[config.mk]
export PLATFORM = sky130hd
export DESIGN_NAME = multicycle_ctrl
export DESIGN_NICKNAME = d
export VERILOG_FILES = /design/src/rtl/ctrl_pkg.sv /design/src/rtl/ctrl_decode.sv /design/src/rtl/multicycle_ctrl.sv
export SDC_FILE = /design/constraint.sdc
export NUM_CORES = 1
export LEC_CHECK = 0
export BUFFER_PORTS_ARGS = -buffer_cell sky130_fd_sc_hd__buf_4
export CORE_UTILIZATION = 40
export CTS_CLUSTER_SIZE = 16
export DETAILED_ROUTE_END_ITERATION = 8
export PLACE_DENSITY = 0.76
export SLEW_MARGIN = 25
export SYNTH_ARGS = -nofsm -noshare
export SYNTH_HDL_FRONTEND = slang
export SYNTH_SLANG_ARGS = --single-unit
[constraint.sdc]
create_clock -name clk -period 2 [get_ports clk]
set_input_delay 0.2 -clock clk [delete_from_list [all_inputs] [get_ports clk]]
set_output_delay 0.2 -clock clk [all_outputs]
set_load 0.1 [all_outputs]
[src/rtl/ctrl_pkg.sv]
// Shared types and encodings for the multicycle RV32I control FSM.
// Used by ctrl_decode and multicycle_ctrl (optional counters: CTRL_PERF_EN).
package ctrl_pkg;

   localparam int unsigned OPCODE_W   = 7;
   localparam int unsigned PC_SEL_W   = 3;
   localparam int unsigned WAIT_CNT_W = 8;
   localparam int unsigned PERF_W     = 32;

   typedef enum logic [2:0] {
      ST_IDLE,
      ST_FETCH,
      ST_DECODE,
      ST_EXEC,
      ST_MEM,
      ST_WB,
      ST_HALT
   } state_e;

   typedef enum logic [3:0] {
      CLS_NONE,
      CLS_LOAD,
      CLS_STORE,
      CLS_BRANCH,
      CLS_JAL,
      CLS_JALR,
      CLS_OP,
      CLS_OPIMM,
      CLS_LUI,
      CLS_AUIPC,
      CLS_SYSTEM,
      CLS_ILLEGAL
   } iclass_e;

   // Decoded instruction summary, latched in DECODE before the fetch stage drops instr.
   typedef struct packed {
      iclass_e cls;
      logic    rf_we;
   } dec_t;

   localparam logic [OPCODE_W-1:0] OPC_LOAD   = 7'b0000011;
   localparam logic [OPCODE_W-1:0] OPC_STORE  = 7'b0100011;
   localparam logic [OPCODE_W-1:0] OPC_BRANCH = 7'b1100011;
   localparam logic [OPCODE_W-1:0] OPC_JAL    = 7'b1101111;
   localparam logic [OPCODE_W-1:0] OPC_JALR   = 7'b1100111;
   localparam logic [OPCODE_W-1:0] OPC_OP     = 7'b0110011;
   localparam logic [OPCODE_W-1:0] OPC_OPIMM  = 7'b0010011;
   localparam logic [OPCODE_W-1:0] OPC_LUI    = 7'b0110111;
   localparam logic [OPCODE_W-1:0] OPC_AUIPC  = 7'b0010111;
   localparam logic [OPCODE_W-1:0] OPC_SYSTEM = 7'b1110011;

   localparam logic [PC_SEL_W-1:0] PC_SEL_DEF  = 3'b000;
   localparam logic [PC_SEL_W-1:0] PC_SEL_BRA  = 3'b001;
   localparam logic [PC_SEL_W-1:0] PC_SEL_JALR = 3'b010;
   localparam logic [PC_SEL_W-1:0] PC_SEL_JAL  = 3'b100;

   function automatic logic is_mem_class(input iclass_e cls);
      return (cls == CLS_LOAD) || (cls == CLS_STORE);
   endfunction

   function automatic logic is_halt_class(input iclass_e cls);
      return (cls == CLS_SYSTEM) || (cls == CLS_ILLEGAL);
   endfunction

endpackage

[src/rtl/ctrl_decode.sv]
// Combinational opcode classifier: instruction class plus register-file write requirement.
module ctrl_decode
   import ctrl_pkg::*;
(
   input  logic [OPCODE_W-1:0] opcode,
   output dec_t                dec
);

   always_comb begin
      dec.cls   = CLS_ILLEGAL;
      dec.rf_we = 1'b0;

      case (opcode)
         OPC_LOAD:   dec.cls = CLS_LOAD;
         OPC_STORE:  dec.cls = CLS_STORE;
         OPC_BRANCH: dec.cls = CLS_BRANCH;
         OPC_JAL:    dec.cls = CLS_JAL;
         OPC_JALR:   dec.cls = CLS_JALR;
         OPC_OP:     dec.cls = CLS_OP;
         OPC_OPIMM:  dec.cls = CLS_OPIMM;
         OPC_LUI:    dec.cls = CLS_LUI;
         OPC_AUIPC:  dec.cls = CLS_AUIPC;
         OPC_SYSTEM: dec.cls = CLS_SYSTEM;
         default:    dec.cls = CLS_ILLEGAL;
      endcase

      // Only instructions producing a rd result write the register file.
      case (dec.cls)
         CLS_LOAD, CLS_OP, CLS_OPIMM, CLS_LUI, CLS_AUIPC, CLS_JAL, CLS_JALR: dec.rf_we = 1'b1;
         default: dec.rf_we = 1'b0;
      endcase
   end

endmodule

[src/rtl/multicycle_ctrl.sv]
// Main control FSM of the multicycle RV32I core: fetch/decode/exec/mem/writeback sequencing.
// Define CTRL_PERF_EN to build the cycle and retired-instruction counters.
module multicycle_ctrl
   import ctrl_pkg::*;
#(
   parameter int unsigned MEM_TIMEOUT = 255,
   parameter int unsigned RESET_HOLD  = 2
) (
   input  logic                clk,
   input  logic                reset,
   input  logic [31:0]         instr,
   input  logic                branch_taken,
   input  logic                imem_valid,
   input  logic                dmem_valid,
   output logic                imem_req,
   output logic                dmem_req,
   output logic                dmem_we,
   output logic                fetch_instr,
   output logic                update_pc,
   output logic [PC_SEL_W-1:0] pc_sel,
   output logic                mem_func,
   output logic                mem_done,
   output logic                reg_we,
   output logic                halted,
   output logic                err,
   output logic [PERF_W-1:0]   cycle_cnt,
   output logic [PERF_W-1:0]   instret_cnt
);

   state_e                state_q, state_d;
   logic [WAIT_CNT_W-1:0] wait_q, wait_d;
   dec_t                  lat_q, lat_d;
   logic                  taken_q, taken_d;
   logic                  err_q, err_d;

   dec_t                  dec_c;
   logic                  wait_expired_c;
   logic                  hold_done_c;
   logic                  unused_instr_c;

   ctrl_decode u_decode (
      .opcode (instr[OPCODE_W-1:0]),
      .dec    (dec_c)
   );

   // Only the opcode field steers the controller; operand fields belong to the datapath.
   assign unused_instr_c = ^instr[31:OPCODE_W];

   // The wait counter doubles as the post-reset hold counter while in IDLE.
   assign wait_expired_c = (32'(wait_q) + 32'd1) >= MEM_TIMEOUT;
   assign hold_done_c    = (32'(wait_q) + 32'd1) >= RESET_HOLD;

   always_ff @(posedge clk or posedge reset) begin
      if (reset) begin
         state_q <= ST_IDLE;
         wait_q  <= '0;
         lat_q   <= '{cls: CLS_NONE, rf_we: 1'b0};
         taken_q <= 1'b0;
         err_q   <= 1'b0;
      end else begin
         state_q <= state_d;
         wait_q  <= wait_d;
         lat_q   <= lat_d;
         taken_q <= taken_d;
         err_q   <= err_d;
      end
   end

   always_comb begin
      state_d     = state_q;
      wait_d      = wait_q;
      lat_d       = lat_q;
      taken_d     = taken_q;
      err_d       = err_q;
      imem_req    = 1'b0;
      dmem_req    = 1'b0;
      dmem_we     = 1'b0;
      fetch_instr = 1'b0;
      update_pc   = 1'b0;
      pc_sel      = PC_SEL_DEF;
      mem_func    = 1'b0;
      mem_done    = 1'b0;
      reg_we      = 1'b0;
      halted      = 1'b0;

      case (state_q)
         ST_IDLE: begin
            if (hold_done_c) begin
               wait_d  = '0;
               state_d = ST_FETCH;
            end else begin
               wait_d = wait_q + WAIT_CNT_W'(1);
            end
         end

         ST_FETCH: begin
            imem_req = 1'b1;
            // A valid on the expiry cycle still completes the fetch.
            if (imem_valid) begin
               fetch_instr = 1'b1;
               wait_d      = '0;
               state_d     = ST_DECODE;
            end else if (wait_expired_c) begin
               wait_d  = '0;
               err_d   = 1'b1;
               state_d = ST_HALT;
            end else begin
               wait_d = wait_q + WAIT_CNT_W'(1);
            end
         end

         ST_DECODE: begin
            lat_d    = dec_c;
            mem_func = is_mem_class(dec_c.cls);
            state_d  = is_halt_class(dec_c.cls) ? ST_HALT : ST_EXEC;
         end

         ST_EXEC: begin
            taken_d  = branch_taken;
            mem_func = is_mem_class(lat_q.cls);
            state_d  = is_mem_class(lat_q.cls) ? ST_MEM : ST_WB;
         end

         ST_MEM: begin
            mem_func = 1'b1;
            dmem_req = 1'b1;
            dmem_we  = (lat_q.cls == CLS_STORE);
            if (dmem_valid) begin
               mem_done = 1'b1;
               wait_d   = '0;
               state_d  = ST_WB;
            end else if (wait_expired_c) begin
               wait_d  = '0;
               err_d   = 1'b1;
               state_d = ST_HALT;
            end else begin
               wait_d = wait_q + WAIT_CNT_W'(1);
            end
         end

         ST_WB: begin
            update_pc = 1'b1;
            reg_we    = lat_q.rf_we;
            case (lat_q.cls)
               CLS_JAL:    pc_sel = PC_SEL_JAL;
               CLS_JALR:   pc_sel = PC_SEL_JALR;
               CLS_BRANCH: pc_sel = taken_q ? PC_SEL_BRA : PC_SEL_DEF;
               default:    pc_sel = PC_SEL_DEF;
            endcase
            state_d = ST_FETCH;
         end

         ST_HALT: begin
            halted = 1'b1;
         end

         default: begin
            state_d = ST_IDLE;
         end
      endcase
   end

   assign err = err_q;

`ifdef CTRL_PERF_EN
   logic [PERF_W-1:0] cycle_q, cycle_d;
   logic [PERF_W-1:0] instret_q, instret_d;

   // Free-running while the core is live; IDLE hold and HALT are not counted.
   always_comb begin
      cycle_d   = cycle_q;
      instret_d = instret_q;
      if ((state_q != ST_IDLE) && (state_q != ST_HALT)) begin
         cycle_d = cycle_q + PERF_W'(1);
      end
      if (update_pc) begin
         instret_d = instret_q + PERF_W'(1);
      end
   end

   always_ff @(posedge clk or posedge reset) begin
      if (reset) begin
         cycle_q   <= '0;
         instret_q <= '0;
      end else begin
         cycle_q   <= cycle_d;
         instret_q <= instret_d;
      end
   end

   assign cycle_cnt   = cycle_q;
   assign instret_cnt = instret_q;
`else
   assign cycle_cnt   = '0;
   assign instret_cnt = '0;
`endif

endmodule

==> metrics.md, run 1 <==
| Metric | Value |
|---|---|
| Largest net degree at the start of global routing | 19 |
| Worst skew pair latency | around 0.26 ns |
| Vias in the first global route | 1231 |
| Final cell count without fillers | 308 |
| Top Ports | ~110 |
| Port Buffers | 24 |
| Unrepaired setup endpoints after global routing | false |
| Final setup viols | 0 |
| RePlAce Congestion | 0.836 |
| Max VDD drop | 629 uV |
| CTS tree | done |
| Num CTS Buffers | 3 |
| Number of synthesized register bits | 18 |
| Die area | ~5000 um2 |
| GRT Total Usage | 0.140 |
| Overflow after GRT | 0 |
| Row count | 24 |
| Post-route cell area | ~2000 um2 |
| Area delta synth->final | 11.0% |
| Antenna diode count | 0 |
| Root buf cell | clkbuf_8 |
| Clk pin slew, worst setup/hold paths | about 0.080 ns |
| Detailed-route DRC error count | 0 |
| Share of cells above drive strength 1 | 0.246 |
| Post-CTS Setup Bufs | 0 |
| Drt first-iter violations | 52 |
| Post-DP HPWL | between 2000 and 3000 um |
| Multi-input logic area | 1180 um2 |
| Warnings from Yosys | 0 |
| Placed insts | around 300 |
| Leakage power | 0.000902 uW |
| Clock skew | 0.00555 ns |
| Starting Density | 0.419 |
| Pins Over Slew Limit | 0 |
| Die width | ~70 um |
| Final hold slack | 0.0509 ns |
| Pre-CTS setup slack | roughly 0.13 ns |
| Clock Tree Buf Depth | 2 |
| DR vias/cell | between 4 and 5 |
| Cell variety after synth | 51 |
| Global-route wire length before repair | between 5000 and 6000 um |
| Setup CP Type | reg -> out |
| Mapped cell area | about 1800 um2 |
| Nets | approximately 300 |
| EDFF count, synth | 0 |
| Async SR Flop Fraction | 1.00 |
| Reg2reg setup slack | around 0.14 ns |
| Die H | around 70 um |
| DR vias | roughly 1500 |
| Final core occ | 0.465 |
| Mapped Cells | 229 |
| Antenna violations before repair | 0 |
| Kind of end point of the critical path | output port |
| Fin crit share | 0.939 |
| Avg WL per Cell | 11.0 um |
| Worst slew pin tran | 0.710 ns |
| Sequential element share of the synthesized area | 0.245 |
| Worst Path Required | between 1.5 and 2 ns |
| DP Area | 1980 um2 |
| Max Fanout on Critical Path | 10 |
| PwrDens | roughly 1400 nW/um2 |
| Core ar. | 4380 um2 |
| CTS sink cnt | 18 |
| TritonRoute pass-1 iters | 4 |
| Max-Cap Viols | 0 |
| Headroom to the max-slew limit | 0.526 |
| Critical path launch point type | flip-flop |
| CTS H-tree lvls | 1 |
| Min Tclk post-route | 1.88 ns |
| Fillers | between 400 and 500 |
| Antenna-violating nets left | 0 |
| Fin. Hold Viols | 0 |
| Seq. cell area | approximately 450 um2 |
| Post-Route WL | ~3400 um |
| Arrival time at the worst endpoint | about 1.7 ns |
| Status | complete, no violations |
| Mean cell area of the mapped netlist | between 8 and 9 um2 |
| Worst setup margin | ~0.12 ns |
| Top FF cell, synth | dfrtp_1 |
| Max Clk Rate | between 0.5 and 0.6 GHz |
| Worst Hold Class | in -> async |
## cell usage in the layout, fill, tap and decap left out, drive strengths merged, types with 7 or more instances in the layout
master / synthesis / routed
conb: 1 / 64
buf: 69 / 33
nor2: 20 / 20
dfrtp: 18 / 18
a21oi: 14 / 14
a31oi: 10 / 10
inv: 9 / 9
nand2: 9 / 9
nand3: 8 / 8
nor3: 8 / 8
o21ai: 7 / 7
## per-layer routing
layer / part of all wire / GRT usage / up-vias / routed length (um)
li1: - / - / 734 / -
met1: 0.46 / 0.185 / 689 / 1550
met2: 0.48 / 0.224 / 59 / 1620
met3: 0.046 / 0.0174 / 5 / 155
met4: 0.015 / 0.0689 / 0 / 51
met5: 0 / 0 / - / 0
## cell type report
type / count / share of cell area
clock buffer: 4 / 0.0270
inverter: 9 / 0.0166
multi-input combinational: 192 / 0.579
sequential: 18 / 0.222
tap: 52 / 0.0319
timing repair buffer: 33 / 0.123
## worst paths after layout
path	startpoint	to	depth (start not counted)
min reg2reg	err$_DFFE_PP0P_	err$_DFFE_PP0P_	1
max reg2reg	wait_q[0]$_DFFE_PP0P_	wait_q[3]$_DFFE_PP0P_	6
min in group clk	branch_taken	taken_q$_DFFE_PP0N_	2
min	reset	wait_q[6]$_DFFE_PP0P_	2
max	state_q[2]$_DFFE_PP0P_	pc_sel[1]	5
max in group asynchronous	reset	state_q[0]$_DFFE_PP0P_	2
## cells by family (layout without fill, tap and decap cells)
family	count (synthesis)	after routing	synth area share
AND/OR/NAND/NOR	69	69	0.198
XOR/XNOR	4	4	0.0191
buffers and inverters	82	46	0.307
multiplexers	2	2	0.0123
AO/OA/AOI/OAI	50	50	0.196
flip-flops	18	18	0.245
adder cells (fa/ha/maj)	3	3	0.0204
other	1	64	0.00204
## registers in the layout, summed over array words and instances, names as in the netlist
signal   cells
state_q      3
lat_q        5
wait_q       8
taken_q      1
err          1
## critical path, cell delays in order, from the launching register on
cell and delay (ns):
dfrtp_1 0.57, nand2_2 0.17, nor2_4 0.18, nand3_4 0.10, nor2_4 0.11, buf_4 0.28
## what timing repair did
item | in CTS | in global routing
endpoints found under the hold margin | 0 | 0
endpoints found under the setup margin | 0 | 1
hold buffers | 0 | 0
resized for setup | 0 | 2
## synthesized netlist by cell type (all sizes together), types with 2 or more instances
cell,count,area share
a21oi,14,0.052
a31oi,10,0.034
and2,4,0.014
buf,69,0.28
clkbuf,4,0.0089
dfrtp,18,0.25
ha,3,0.020
inv,9,0.018
mux2,2,0.012
nand2,9,0.018
nand2b,3,0.010
nand3,8,0.022
nand3b,2,0.0082
nand4,3,0.010
nand4b,2,0.0095
nor2,20,0.041
nor2b,2,0.0068
nor3,8,0.027
nor3b,4,0.016
o211ai,2,0.0082
o21ai,7,0.019
o21bai,2,0.0082
o32ai,2,0.0095
xnor2,3,0.014
## metrics by stage
stage / total power, uW / TNS (ns)
6_report: 2790 / 0
3_3_place_gp: 2450 / 0
2_1_floorplan: 2300 / -0.333
3_5_place_dp: 2480 / 0
5_1_grt: 2950 / 0
4_1_cts: 2800 / 0
## where the power goes
group	internal (uW)	switching (uW)
clock	175	140
sequential	466	158
combinational	466	1390
total	1110	1680
Power figures use the tool's default switching activity.
==> run 2, diff against run 1 <==
--- a/config.mk
+++ b/config.mk
@@ -6,6 +6,7 @@
 export NUM_CORES = 1
 export LEC_CHECK = 0
 export BUFFER_PORTS_ARGS = -buffer_cell sky130_fd_sc_hd__buf_4
+export CAP_MARGIN = 10
 export CORE_UTILIZATION = 40
 export CTS_CLUSTER_SIZE = 16
 export DETAILED_ROUTE_END_ITERATION = 8
==> constraint.sdc (replaced) <==
create_clock -name clk -period 2 [get_ports clk]
set_input_delay 0.1 -clock clk [delete_from_list [all_inputs] [get_ports clk]]
set_output_delay 0.1 -clock clk [all_outputs]
set_load 0.1 [all_outputs]
==> metrics.md, run 2 (synthesized netlist as in run 1, its figures left out) <==
| Metric | Value |
|---|---|
| Clock Tree Buf Depth | 2 (unchanged) |
| Num CTS Buffers | 3 (unchanged) |
| RR Startpoint | wait_q[0]$_DFFE_PP0P_ |
| Core ar. | 4380 um2 (unchanged) |
| Row count | 24 (unchanged) |
| Max-Cap Viols | 0 (unchanged) |
| Most frequent cells in the layout | 64 x conb_1, 30 x buf_4, 17 x dfrtp_1, 14 x nor2_1, 11 x a21oi_1 |
| Port Buffers | 24 (unchanged) |
| Setup TNS Final | 0 ns (unchanged) |
| Biggest register | wait_q |
| Nets | 295 (-0.67%) |
| Share of cells above drive strength 1 | 0.220 (-0.0256) |
| Worst skew pair latency | 0.26 ns (about the same) |
| Kind of end point of the critical path | flip-flop |
| GRT Total Usage | 0.147 (+0.00682) |
| Placed insts | 301 (-0.99%) |
| Clk pin slew, worst setup/hold paths | 0.07 ns (about the same) |
| Reg2reg setup slack | 0.11 ns (-0.03 ns) |
| Largest net degree at the start of global routing | 19 (unchanged) |
| Top Registers | wait_q (8), lat_q (5), state_q (3) |
| DR vias | 1438 (-3.3%) |
| Antenna diode count | 0 (unchanged) |
| Pwr Total | 2720 uW (-2.6%) |
| Fillers | 468 (+4.2%) |
| Worst hold path cell count | 2 |
| Worst slew pin tran | 0.725 ns (+0.0154 ns) |
| Worst Hold Endpoint | taken_q$_DFFE_PP0N_ |
| FF-to-FF End | state_q[1]$_DFFE_PP0P_ |
| Final cell count without fillers | 306 (-0.65%) |
| R2R depth | 6 (unchanged) |
| Final setup viols | 0 (unchanged) |
| DR vias/cell | 4.70 (-2.7%) |
| Antenna violations before repair | 0 (unchanged) |
| Avg WL per Cell | 11.5 um (+4.6%) |
| Critical path's top delay family | compound AO/OA/AOI/OAI gates |
| Worst Hold Class | in -> reg |
| Fin crit share | 0.944 (+0.00490) |
| Overflow after GRT | 0 (unchanged) |
| Post-DP HPWL | 2730 um (+1.0%) |
| Detailed-route DRC error count | 0 (unchanged) |
| Post-route cell area | 1980 um2 (-2.6%) |
| Drt first-iter violations | 41 (-21%) |
| Root buf cell | clkbuf_8 |
| Leakage power | 0.000882 uW (-2.2%) |
| Final hold slack | 0.0689 ns (+0.0180 ns) |
| CTS sink cnt | 18 (unchanged) |
| Top Ports | 114 (unchanged) |
| CTS tree | done |
| Worst Path Required | 2.15 ns (+0.35 ns) |
| Die H | 69.8 um (unchanged) |
| Post-Route WL | 3510 um (+3.9%) |
| Fin. Hold Viols | 0 (unchanged) |
| Max Clk Rate | 0.530 GHz (-0.52%) |
| Pins Over Slew Limit | 0 (unchanged) |
| Buf+Inv Stages, Crit Path | 0 (-1) |
| Die width | 69.8 um (unchanged) |
| DP Area | 1920 um2 (-3.0%) |
| Starting Density | 0.419 (unchanged) |
| Clock skew | 0.00314 ns (-0.00242 ns) |
| Status | complete, no violations |
| Global-route wire length before repair | 5860 um (+6.5%) |
| Post-CTS Setup Bufs | 0 (unchanged) |
| Antenna-violating nets left | 0 (unchanged) |
| CP max-delay cell | dfrtp_1 |
| Die area | 4870 um2 (unchanged) |
| RePlAce Congestion | 0.767 (-8.2%) |
| CTS H-tree lvls | 1 (unchanged) |
| Unrepaired setup endpoints after global routing | false |
| Flip-flop count of the largest register after layout | 8 (unchanged) |
| HP Start | branch_taken |
| Critical path launch point type | flip-flop |
| Seq. cell area | 452 um2 (unchanged) |
| Commonest non-fill, non-tap cell in the layout | conb_1 |
| Min Tclk post-route | 1.89 ns (+0.00981 ns) |
| TritonRoute pass-1 iters | 4 (unchanged) |
| CP max stage delay | 0.47 ns (-0.10 ns) |
| Max Fanout on Critical Path | 9 (-1) |
| Headroom to the max-slew limit | 0.516 (-0.0103) |
| PwrDens | 1370 nW/um2 (about the same) |
| Setup CP Type | reg -> reg |
| Area delta synth->final | 8.04% |
| Vias in the first global route | 1308 (+6.3%) |
| Multi-input logic area | 1140 um2 (-3.2%) |
| Arrival time at the worst endpoint | 2.03 ns (+0.35 ns) |
| Max VDD drop | 619 uV (-1.6%) |
| Cell Chain, Critical Path | ha_1, nand3b_1, a21oi_2, and2_1, a31oi_1, o32ai_1 |
## run 2: timing repair
action                     4_1_cts  5_1_grt
hold endpoints to repair        18        0
setup endpoints to repair        0        1
gates resized for setup          0        1
hold buffers                     1        0
## run 2: through the flow
stage / utilization / setup WS, ns
6_report: 0.453 / 0.113
5_1_grt: 0.453 / 0.00257
4_1_cts: 0.452 / 0.0490
3_5_place_dp: 0.438 / 0.131
3_3_place_gp: 0.438 / 0.171
2_1_floorplan: - / -0.486
## run 2: layer usage
layer / track usage / part of all wire / vias to the layer above / wire (um)
li1: - / - / 718 / -
met4: 0.0267 / 0.0066 / 0 / 23
met2: 0.272 / 0.53 / 39 / 1860
met5: 0 / 0 / - / 0
met1: 0.173 / 0.42 / 677 / 1490
met3: 0.0305 / 0.040 / 4 / 140
## run 2: cell type report
type,count,area share
multi-input cells,192,0.576
inverters,9,0.0170
flip-flops and latches,18,0.228
clock buffers,4,0.0277
well taps,52,0.0328
repair buffers,31,0.119
## run 2: worst max-delay path by stage
stage	slack, ns	start	end	depth (start not counted)
after global routing	0.003	wait_q[0]$_DFFE_PP0P_	state_q[0]$_DFFE_PP0P_	6
after floorplan	-0.49	state_q[1]$_DFFE_PP0P_	pc_sel[0]	2
after CTS	0.05	state_q[1]$_DFFE_PP0P_	mem_func	5
final	0.11	wait_q[0]$_DFFE_PP0P_	state_q[1]$_DFFE_PP0P_	6
after global placement	0.17	wait_q[0]$_DFFE_PP0P_	state_q[0]$_DFFE_PP0P_	6
after detailed placement	0.13	wait_q[0]$_DFFE_PP0P_	state_q[1]$_DFFE_PP0P_	6
## run 2: report_power, final
group	switching (uW)	internal [uW]
clock	133	175
combinational	1340	432
sequential	170	465
==> run 3, diff against run 2 <==
--- a/config.mk
+++ b/config.mk
@@ -5,12 +5,13 @@
 export SDC_FILE = /design/constraint.sdc
 export NUM_CORES = 1
 export LEC_CHECK = 0
+export ABC_AREA = 1
 export BUFFER_PORTS_ARGS = -buffer_cell sky130_fd_sc_hd__buf_4
 export CAP_MARGIN = 10
 export CORE_UTILIZATION = 40
 export CTS_CLUSTER_SIZE = 16
 export DETAILED_ROUTE_END_ITERATION = 8
-export PLACE_DENSITY = 0.76
+export PLACE_DENSITY = 0.74
 export SLEW_MARGIN = 25
 export SYNTH_ARGS = -nofsm -noshare
 export SYNTH_HDL_FRONTEND = slang
==> metrics.md, run 3 <==
| Metric | Value |
|---|---|
| Biggest register | wait_q |
| Mapped Cells | 296 (+29%) |
| Avg WL per Cell | 10.0 um (-13%) |
| Final setup viols | 0 (unchanged) |
| Drt first-iter violations | 144 (+250%) |
| Cell Chain, Critical Path | nand3_1, inv_1, nand3_1, nor3_2, buf_4 |
| HP Start | branch_taken |
| Antenna diode count | 0 (unchanged) |
| Pins Over Slew Limit | 0 (unchanged) |
| Buf+Inv Stages, Crit Path | 2 (+2) |
| Detailed-route DRC error count | 0 (unchanged) |
| Area delta synth->final | 6.41% |
| Arrival time at the worst endpoint | 1.75 ns (-0.28 ns) |
| Critical path's top delay family | flip-flops |
| Hold_buf cts | 1 (unchanged) |
| Final cell count without fillers | 376 (+23%) |
| Share of cells above drive strength 1 | 0.188 (-0.0322) |
| Die width | 71.5 um (+2.5%) |
| RePlAce Congestion | 0.864 (+13%) |
| DP Area | 1990 um2 (+3.8%) |
| Global-route wire length before repair | 6410 um (+9.4%) |
| Clock power frac | 0.104 (-0.009) |
| DR vias | 1660 (+15%) |
| Max Clk Rate | 0.542 GHz (+2.2%) |
| EDFF count, synth | 0 (unchanged) |
| DR vias/cell | 4.41 (-6.1%) |
| Antenna violations before repair | 0 (unchanged) |
| Psw | 1880 uW (+14%) |
| Top cells by count, synth | 64 x buf_4, 55 x nand2_1, 43 x inv_1 |
| Placed insts | 371 (+23%) |
| Largest net degree at the start of global routing | 19 (unchanged) |
| Warnings from Yosys | 0 (unchanged) |
| Commonest non-fill, non-tap cell in the layout | conb_1 |
| CTS H-tree lvls | 1 (unchanged) |
| Post-route cell area | 2060 um2 (+3.7%) |
| Post-Route WL | 3760 um (+7.2%) |
| Min Tclk post-route | 1.85 ns (-0.0410 ns) |
| Critical path launch point type | flip-flop |
| Number of synthesized register bits | 18 (unchanged) |
| Antenna-violating nets left | 0 (unchanged) |
| Overflow after GRT | 0 (unchanged) |
| Clk pin slew, worst setup/hold paths | 0.07 ns (about the same) |
| Resized Gates After CTS | 0 (unchanged) |
| Starting Density | 0.429 (+0.0102) |
| CTS sink cnt | 18 (unchanged) |
| PwrDens | 1430 nW/um2 (+4.5%) |
| Clock skew | 0.00583 ns (+0.00269 ns) |
| Post-DP HPWL | 3070 um (+13%) |
| Vias in the first global route | 1471 (+12%) |
| CP max-delay cell | dfrtp_1 |
| Row count | 24 (unchanged) |
| RR Startpoint | wait_q[0]$_DFFE_PP0P_ |
| Share of power burned in registers | 0.223 (-0.011) |
| Fin crit share | 0.923 (-0.0205) |
| Status | complete, no violations |
| Fin. Hold Viols | 0 (unchanged) |
| Sw Ratio | 0.640 (+0.0343) |
| Core ar. | 4500 um2 (+2.7%) |
| Kind of end point of the critical path | output port |
| Post-synth top area share | 0.249 (-0.0171) |
| Async SR Flop Fraction | 1.00 (unchanged) |
| Unrepaired setup endpoints after global routing | false |
| Headroom to the max-slew limit | 0.512 (-0.00355) |
| CTS tree | done |
| Max Fanout on Critical Path | 6 (-3) |
| Clock Tree Buf Depth | 2 (unchanged) |
| Die area | 5120 um2 (+5.1%) |
| Comb power frac | 0.674 (+0.021) |
| Worst Path Required | 1.90 ns (-0.25 ns) |
| Most frequent cells in the layout | 64 x conb_1, 54 x nand2_1, 41 x inv_1, 28 x nor2_1, 25 x buf_4 |
| Max-Cap Viols | 0 (unchanged) |
| CP most frequent cell | nand3_1 |
| Pwr Total | 2940 uW (+8.3%) |
| Port Buffers | 24 (unchanged) |
| Final hold slack | 0.0535 ns (-0.0154 ns) |
| Max VDD drop | 694 uV (+12%) |
| Top Registers | wait_q (8), lat_q (5), state_q (3) |
| Area leader, netlist | buf_4 |
| Worst skew pair latency | 0.26 ns (about the same) |
| Nets | 365 (+24%) |
| TritonRoute pass-1 iters | 4 (unchanged) |
| CP max stage delay | 0.52 ns (+0.05 ns) |
| Root buf cell | clkbuf_8 |
| Sequential element share of the synthesized area | 0.233 (-0.0122) |
| Leakage power | 0.00115 uW (+30%) |
| Worst slew pin tran | 0.731 ns (+0.00532 ns) |
| Cell with the most instances after synthesis | buf_4 |
| Top Ports | 114 (unchanged) |
| Worst setup path start | state_q[2]$_DFFE_PP0P_ |
| Worst Hold Class | in -> reg |
| Top FF cell, synth | dfrtp_1 |
| Setup CP Type | reg -> out |
| Cell variety after synth | 27 (-47%) |
| Mapped cell area | 1930 um2 (+5.2%) |
| Die H | 71.5 um (+2.5%) |
| Post-CTS Setup Bufs | 0 (unchanged) |
| Num CTS Buffers | 3 (unchanged) |
| Flip-flop count of the largest register after layout | 8 (unchanged) |
| Internal power | 1060 uW (-1.1%) |
| Mean cell area of the mapped netlist | 6.53 um2 (-19%) |
| Synth top area cells | buf_4 25%, dfrtp_1 23%, nand2_1 11%, inv_1 8.3%, nor2_1 6.0% |
| GRT Total Usage | 0.154 (+0.00750) |
-- run 3: changes by cell type after synthesis, moves of 4 or more --
cell,change
inv_1,+35
o21ai_0,+9
nand3_1,+12
nand2_2,+8
nand2_1,+46
a31oi_1,-10
nor2_1,+11
and2_1,-4
a21oi_1,-7
nor3b_1,-4
nor2_2,+4
-- run 3: per-layer routing --
metal | vias up | global-route usage | wire (um) | share of wire
met5 | - | 0 | 0 | 0
met4 | 0 | 0.0131 | 14 | 0.0037
met3 | 2 | 0.0295 | 123 | 0.033
met2 | 36 | 0.290 | 2020 | 0.54
met1 | 771 | 0.189 | 1600 | 0.43
li1 | 851 | - | - | -
-- run 3: through the flow --
step | setup slack, ns | util | setup TNS, ns
final | 0.154 | 0.457 | 0
after global routing | 0.0149 | 0.457 | 0
after CTS | 0.119 | 0.457 | 0
after detailed placement | 0.263 | 0.442 | 0
after floorplan | -0.805 | - | -1.33
after global placement | 0.301 | 0.442 | 0
-- run 3: worst paths after layout --
path                       cells past startpoint  slack [ns]               endpoint
max                                            5        0.15              pc_sel[0]
min in group asynchronous                      3        0.52  wait_q[0]$_DFFE_PP0P_
max in group asynchronous                      3        1.01   lat_q[1]$_DFFE_PP0N_
min                                            3        0.05    taken_q$_DFFE_PP0N_
min reg2reg                                    1        0.47        err$_DFFE_PP0P_
max reg2reg                                   11        0.22  wait_q[1]$_DFFE_PP0P_
-- run 3: power by group through the flow --
stage                     registers [uW]  clock network (uW)  logic [uW]
after global routing                 681                 328        2140
after global placement               656                   0        1950
after detailed placement             660                   0        1980
after CTS                            655                 311        1990
after floorplan                      633                   0        1790
final                                656                 305        1980
-- run 3: worst min-delay path, delay by kind of cell --
kind                   cells  cell delay [ns]
AND/OR/NAND/NOR            2             0.09
buffers and inverters      1             0.08
-- run 3: cells by family after synthesis --
logic type               Yosys count  share of synthesized area
other                              1                    0.00194
buffers and inverters            110                      0.339
AND/OR/NAND/NOR                  139                      0.335
flip-flops                        18                      0.233
AO/OA/AOI/OAI                     25                     0.0725
adder cells (fa/ha/maj)            3                     0.0194
-- run 3: cell type report --
type	count	area (um2)
timing repair buffer	26	198
tap	52	65.1
inverter	45	173
clock buffer	4	55.1
sequential	18	450
multi-input combinational	231	1120
fill	490	2450
